<file path="config.mk">
export PLATFORM = sky130hd
export DESIGN_NAME = mem_arbiter_rr
export DESIGN_NICKNAME = d
export VERILOG_FILES = /design/src/rtl/mem_arbiter_rr.sv
export SDC_FILE = /design/constraint.sdc
export NUM_CORES = 1
export LEC_CHECK = 0
export BUFFER_PORTS_ARGS = -buffer_cell sky130_fd_sc_hd__clkbuf_2
export CORE_AREA = 2 2 134 136
export CTS_BUF_LIST = sky130_fd_sc_hd__clkbuf_4 sky130_fd_sc_hd__clkbuf_8
export DETAILED_ROUTE_END_ITERATION = 10
export DIE_AREA = 0 0 136 138
export SKIP_LAST_GASP = 1
export SLEW_MARGIN = 20
export SYNTH_ARGS = -nofsm -noshare
export SYNTH_HDL_FRONTEND = slang
export SYNTH_SLANG_ARGS = --single-unit
</file>
<file path="constraint.sdc">
create_clock -name clk -period 7.15 [get_ports clk]
set_clock_uncertainty 0.2 [all_clocks]
set_input_delay 1.0725 -clock clk [delete_from_list [all_inputs] [get_ports clk]]
set_output_delay 1.0725 -clock clk [all_outputs]
set_load 0.05 [all_outputs]
</file>
<file path="src/rtl/mem_arbiter_rr.sv">
`timescale 1ns/1ps
`default_nettype none
// ============================================================================
// Module      : mem_arbiter_rr
// Description : N-channel round-robin arbiter between drawing engines and the
//               single frame-buffer RAM port. One grant per cycle over a
//               rts/rtr handshake, registered RAM command, and broadcast read
//               return with a one-hot per-channel transfer-complete strobe.
//               Optional macro ARB_CH0_PRIO_EN: channel 0 (display refresh)
//               gets absolute priority; channels 1..NUM_CH-1 round-robin.
// Revision    : 1.0 - initial release
// ============================================================================
module mem_arbiter_rr #(
  parameter int NUM_CH = 4,
  parameter int ADDR_W = 16,
  parameter int DATA_W = 32
) (
  input  logic                            clk,
  input  logic                            rst_,
  input  logic [NUM_CH-1:0]               eng_rts,
  output logic [NUM_CH-1:0]               eng_rtr,
  input  logic [NUM_CH-1:0]               eng_op,
  input  logic [NUM_CH*ADDR_W-1:0]        eng_addr,
  input  logic [NUM_CH*DATA_W-1:0]        eng_data,
  input  logic [NUM_CH*(DATA_W/8)-1:0]    eng_wben,
  input  logic                            mem_busy,
  output logic                            mem_en,
  output logic                            mem_we,
  output logic [ADDR_W-1:0]               mem_addr,
  output logic [DATA_W-1:0]               mem_wdata,
  output logic [DATA_W/8-1:0]             mem_wben,
  input  logic [DATA_W-1:0]               mem_rdata,
  output logic [DATA_W-1:0]               bcast_data,
  output logic [NUM_CH-1:0]               bcast_xfc
);

  localparam int WBEN_W = DATA_W / 8;
  localparam int CH_W   = (NUM_CH > 1) ? $clog2(NUM_CH) : 1;
  localparam logic [CH_W-1:0] LAST_CH = CH_W'(NUM_CH - 1);

  // Round-robin state
  logic [CH_W-1:0]   rr_ptr_q, rr_ptr_d;

  // Grant selection
  logic [NUM_CH-1:0] rr_req;
  logic [CH_W-1:0]   grant_idx;
  logic              grant_found;
  logic              grant_vld;
  logic              xfc;
  logic              grant_op;

  // Command stage
  logic              mem_en_q, mem_en_d;
  logic              mem_we_q, mem_we_d;
  logic [ADDR_W-1:0] mem_addr_q, mem_addr_d;
  logic [DATA_W-1:0] mem_wdata_q, mem_wdata_d;
  logic [WBEN_W-1:0] mem_wben_q, mem_wben_d;

  // Read-return pipeline
  logic              rd_pend_q, rd_pend_d;
  logic [CH_W-1:0]   rd_ch_q, rd_ch_d;
  logic [DATA_W-1:0] bcast_data_q, bcast_data_d;
  logic [NUM_CH-1:0] bcast_xfc_q, bcast_xfc_d;

  // Requests eligible for the round-robin scan (ch0 leaves it when it has priority)
  always_comb begin
    rr_req = eng_rts;
`ifdef ARB_CH0_PRIO_EN
    rr_req[0] = 1'b0;
`endif
  end

  // Scan upward from rr_ptr with wrap; first eligible requester wins
  always_comb begin : p_grant
    int idx;
    idx         = 0;
    grant_found = 1'b0;
    grant_idx   = '0;
    for (int k = 0; k < NUM_CH; k++) begin
      idx = int'(rr_ptr_q) + k;
      if (idx >= NUM_CH) idx = idx - NUM_CH;
      if (!grant_found && rr_req[idx]) begin
        grant_found = 1'b1;
        grant_idx   = CH_W'(idx);
      end
    end
`ifdef ARB_CH0_PRIO_EN
    if (eng_rts[0]) begin
      grant_found = 1'b1;
      grant_idx   = '0;
    end
`endif
  end

  // Ready is one-hot on the winner; suppressed while RAM is busy or in reset
  always_comb begin
    grant_vld = grant_found & ~mem_busy & rst_;
    eng_rtr   = '0;
    if (grant_vld) eng_rtr[grant_idx] = 1'b1;
    xfc      = |(eng_rts & eng_rtr);
    grant_op = eng_op[grant_idx];
  end

  // Advance the pointer past the channel that just transferred
  always_comb begin
    rr_ptr_d = rr_ptr_q;
    if (xfc) begin
`ifdef ARB_CH0_PRIO_EN
      if (grant_idx != '0)
        rr_ptr_d = (grant_idx == LAST_CH) ? '0 : grant_idx + CH_W'(1);
`else
      rr_ptr_d = (grant_idx == LAST_CH) ? '0 : grant_idx + CH_W'(1);
`endif
    end
  end

  // Build the next RAM command from the granted channel; fields hold when idle
  always_comb begin
    mem_en_d    = xfc;
    mem_we_d    = xfc & grant_op;
    mem_addr_d  = mem_addr_q;
    mem_wdata_d = mem_wdata_q;
    mem_wben_d  = mem_wben_q;
    if (xfc) begin
      mem_addr_d  = eng_addr[grant_idx*ADDR_W +: ADDR_W];
      mem_wdata_d = eng_data[grant_idx*DATA_W +: DATA_W];
      mem_wben_d  = grant_op ? eng_wben[grant_idx*WBEN_W +: WBEN_W] : '0;
    end
  end

  // Track the issued read and broadcast its data one cycle after the command
  always_comb begin
    rd_pend_d    = xfc & ~grant_op;
    rd_ch_d      = xfc ? grant_idx : rd_ch_q;
    bcast_data_d = bcast_data_q;
    bcast_xfc_d  = '0;
    if (rd_pend_q) begin
      bcast_data_d         = mem_rdata;
      bcast_xfc_d[rd_ch_q] = 1'b1;
    end
  end

  // State registers with asynchronous active-low reset
  always_ff @(posedge clk or negedge rst_) begin
    if (!rst_) begin
      rr_ptr_q     <= '0;
      mem_en_q     <= 1'b0;
      mem_we_q     <= 1'b0;
      mem_addr_q   <= '0;
      mem_wdata_q  <= '0;
      mem_wben_q   <= '0;
      rd_pend_q    <= 1'b0;
      rd_ch_q      <= '0;
      bcast_data_q <= '0;
      bcast_xfc_q  <= '0;
    end else begin
      rr_ptr_q     <= rr_ptr_d;
      mem_en_q     <= mem_en_d;
      mem_we_q     <= mem_we_d;
      mem_addr_q   <= mem_addr_d;
      mem_wdata_q  <= mem_wdata_d;
      mem_wben_q   <= mem_wben_d;
      rd_pend_q    <= rd_pend_d;
      rd_ch_q      <= rd_ch_d;
      bcast_data_q <= bcast_data_d;
      bcast_xfc_q  <= bcast_xfc_d;
    end
  end

  assign mem_en     = mem_en_q;
  assign mem_we     = mem_we_q;
  assign mem_addr   = mem_addr_q;
  assign mem_wdata  = mem_wdata_q;
  assign mem_wben   = mem_wben_q;
  assign bcast_data = bcast_data_q;
  assign bcast_xfc  = bcast_xfc_q;

endmodule
`default_nettype wire

</file>
==> results.json <==
{
  "cp.arrival_ns": 3.54,
  "final_util": 0.421,
  "grt_pass1_vias": 5134,
  "gp_congestion": 0.818,
  "place_area_sq_mm": 0.00718,
  "antenna_cells": 0,
  "postCtsSetupBuffers": 0,
  "whs_path_depth": 2,
  "relSlewSlack": 0.314,
  "num_io_pins": 345,
  "cts_tree": "yes",
  "finalInstanceArea_sq_mm": 0.00739,
  "synth_area_leaders": "dfrtp_1 (44%), a211oi_1 (14%), and3_1 (12%)",
  "vias_per_cell": 4.98,
  "min_from": "mem_addr[5]",
  "synth_cell_types": 38,
  "peakVddDrop_uv": 240,
  "rr_worst_depth": 10,
  "cts_resized": 0,
  "critPathKind": "input pin to output port",
  "dp.cells": 1065,
  "syn_area_sq_mm": 0.00537,
  "port_buffers": 344,
  "r2r_end": "rr_ptr_q[0]",
  "p_per_area_mw_per_mm2": 454,
  "start_util": 0.306,
  "fin_ws_ns": 2.34,
  "fin_crit_sh": 0.673,
  "required_ns": 5.88,
  "antenna_found_initial": 0,
  "drt_wl_total_microns": 17400,
  "min_to": "mem_addr[5]",
  "drc_errors": 0,
  "drtIter0Drc": 235,
  "power_switching_mw": 1.85,
  "maxCapViolations": 0,
  "vias": 5383,
  "fp.dieArea_sq_mm": 0.0188,
  "seq_area_frac_synth": 0.443,
  "clkPwrFrac": 0.112,
  "cts_hold_buf": 0,
  "instances_no_fill": 1081,
  "fin_crit_ns": 4.81,
  "max_freq_ghz": 0.208,
  "dp_hpwl_microns": 13000,
  "wl_per_cell_microns": 16.1,
  "ctsRootBufferMaster": "clkbuf_8",
  "core_sq_mm": 0.0175,
  "fp-row-count": 49,
  "setup_violations": 0,
  "endpoint_kind": "output port",
  "synth_fp_nets": 795,
  "area_growth_pct": 37.5,
  "pwr-share-comb": 0.616,
  "worstSetupStartpointType": "input pin",
  "r2r-start": "rr_ptr_q[0]",
  "cts_inserted_buffers": 9,
  "internal_power_mw": 1.51,
  "p_seq_frac": 0.273,
  "synthCells": 542,
  "place_ws_ns": 2.30,
  "ys_ff_latch": 95,
  "post_route_cells_drive_above_1_share": 0.484,
  "p_leak_nw": 3.96,
  "grt_pass1_wl_microns": 26700,
  "finalMaxSlewViolations": 0,
  "antenna_left": 0,
  "fp.dieW_microns": 136,
  "p_sw_frac": 0.550,
  "outcome": "completed",
  "hp-class": "register to register",
  "fin_nets": 1100,
  "yosysTopAreaCell": "dfrtp_1",
  "htree_levels": 3,
  "cp_max_fo": 54,
  "overflow": 0,
  "numClockSinks": 95,
  "synth_warnings": 0,
  "path_clk_slew_ns": 0.10,
  "yosysTopAreaCellShare": 0.443,
  "first_pass_iters": 5,
  "clk_latency_ns": 0.37,
  "rsz0062_at_grt": "false",
  "tns_ns": 0,
  "grt_max_degree": 100,
  "r2r_setup_slack_ns": 3.11,
  "dieHeight_microns": 138,
  "syn_area_per_cell_sq_um": 9.91,
  "grt_usage": 0.179,
  "cts_max_path_buffers": 2,
  "tightestPinTransition_ns": 1.03,
  "hold_viol": 0
}
==> stage by stage <==
| step | power, mW | hold slack [ns] |
|---|---|---|
| after floorplan | 2.50 | 0.249 |
| after global placement | 3.00 | 0.260 |
| after detailed placement | 3.01 | 0.265 |
| after CTS | 3.40 | 0.289 |
| after global routing | 3.57 | 0.310 |
| final | 3.35 | 0.283 |
==> layer usage <==
layer  track usage  vias to the layer above  part of all wire
met5             0                        -                 0
met4        0.0625                        0             0.017
met3        0.0319                       23             0.070
met2         0.318                      230              0.50
met1         0.216                     2463              0.41
li1              -                     2667                 -
==> worst max-delay path by stage <==
stage,startpoint,cells past startpoint,end,slack (ns)
after floorplan,eng_rts[2],7,eng_rtr[2],3.39
after global routing,eng_rts[1],9,eng_rtr[2],2.11
after global placement,eng_rts[2],9,eng_rtr[2],2.35
final,eng_rts[2],9,eng_rtr[2],2.34
after detailed placement,eng_rts[2],11,rr_ptr_q[1],2.30
after CTS,eng_rts[2],9,eng_rtr[2],2.31
==> layout make-up <==
class,instances,area (sq um)
timing repair buffer,352,1780
tap,229,287
clock inverter,7,80.1
multi-input combinational,382,2710
sequential,95,2380
clock buffer,9,124
fill,1791,10100
inverter,7,26.3
==> power by group through the flow <==
| stage | combinational (mW) | clock, mW | sequential [mW] |
|---|---|---|---|
| 6_report | 2.07 | 0.374 | 0.915 |
| 4_1_cts | 2.09 | 0.395 | 0.917 |
| 3_3_place_gp | 2.08 | 0 | 0.920 |
| 2_1_floorplan | 0.761 | 0 | 1.74 |
| 3_5_place_dp | 2.09 | 0 | 0.924 |
| 5_1_grt | 2.21 | 0.419 | 0.946 |
==> synth_stat cells <==
library cell	instances
a211o_1	1
a211oi_1	98
a211oi_2	2
a21boi_1	1
a21boi_2	1
a21o_1	1
a21oi_1	2
a22o_1	1
a311oi_2	1
and2_1	2
and3_1	99
and3b_1	1
buf_1	3
buf_2	14
buf_4	3
buf_6	3
clkbuf_1	34
clkbuf_2	1
dfrtp_1	95
ha_1	2
inv_1	5
inv_2	2
mux2_2	34
mux2i_1	8
nand2_1	58
nand2_4	1
nand2b_1	2
nor2_1	2
nor2b_1	2
nor3_1	3
nor3b_1	1
o211ai_1	2
o21a_1	1
o21ai_0	2
o221ai_1	4
o22ai_1	1
o31ai_1	48
o31ai_4	1
==> sequential cells by signal, indices dropped and copies added (netlist names) <==
register / cells
rr_ptr_q: 2
mem_addr: 16
bcast_xfc: 4
mem_wben: 4
rd_pend_q: 1
rd_ch_q: 2
mem_en: 1
mem_we: 1
mem_wdata: 32
bcast_data: 32
==> critical path, stage by stage <==
cell      delay, ns
clkbuf_2       0.12
inv_1          0.09
o22ai_1        0.12
a211oi_4       0.23
buf_4          0.53
inv_2          0.57
ha_1           0.41
and2_1         0.14
clkbuf_2       0.23
==> cell usage in the layout, fill, tap and decap left out, types with 3 or more instances in the layout <==
cell,n
a211oi_1,98
and3_1,99
buf_4,9
clkbuf_2,343
clkbuf_8,9
dfrtp_1,95
inv_1,5
mux2_2,34
mux2i_1,8
nand2_1,58
nor3_1,3
o221ai_1,4
o31ai_1,48
==> cells by family (layout without fill, tap and decap cells) <==
logic type	count (synthesis)	in the layout	share of synthesized area
simple gates	171	171	0.172
compound gates	167	167	0.239
flops	95	95	0.443
buf+inv	65	375	0.0552
mux	42	42	0.0862
fa+ha+maj	2	2	0.00466
Power figures use the tool's default switching activity.
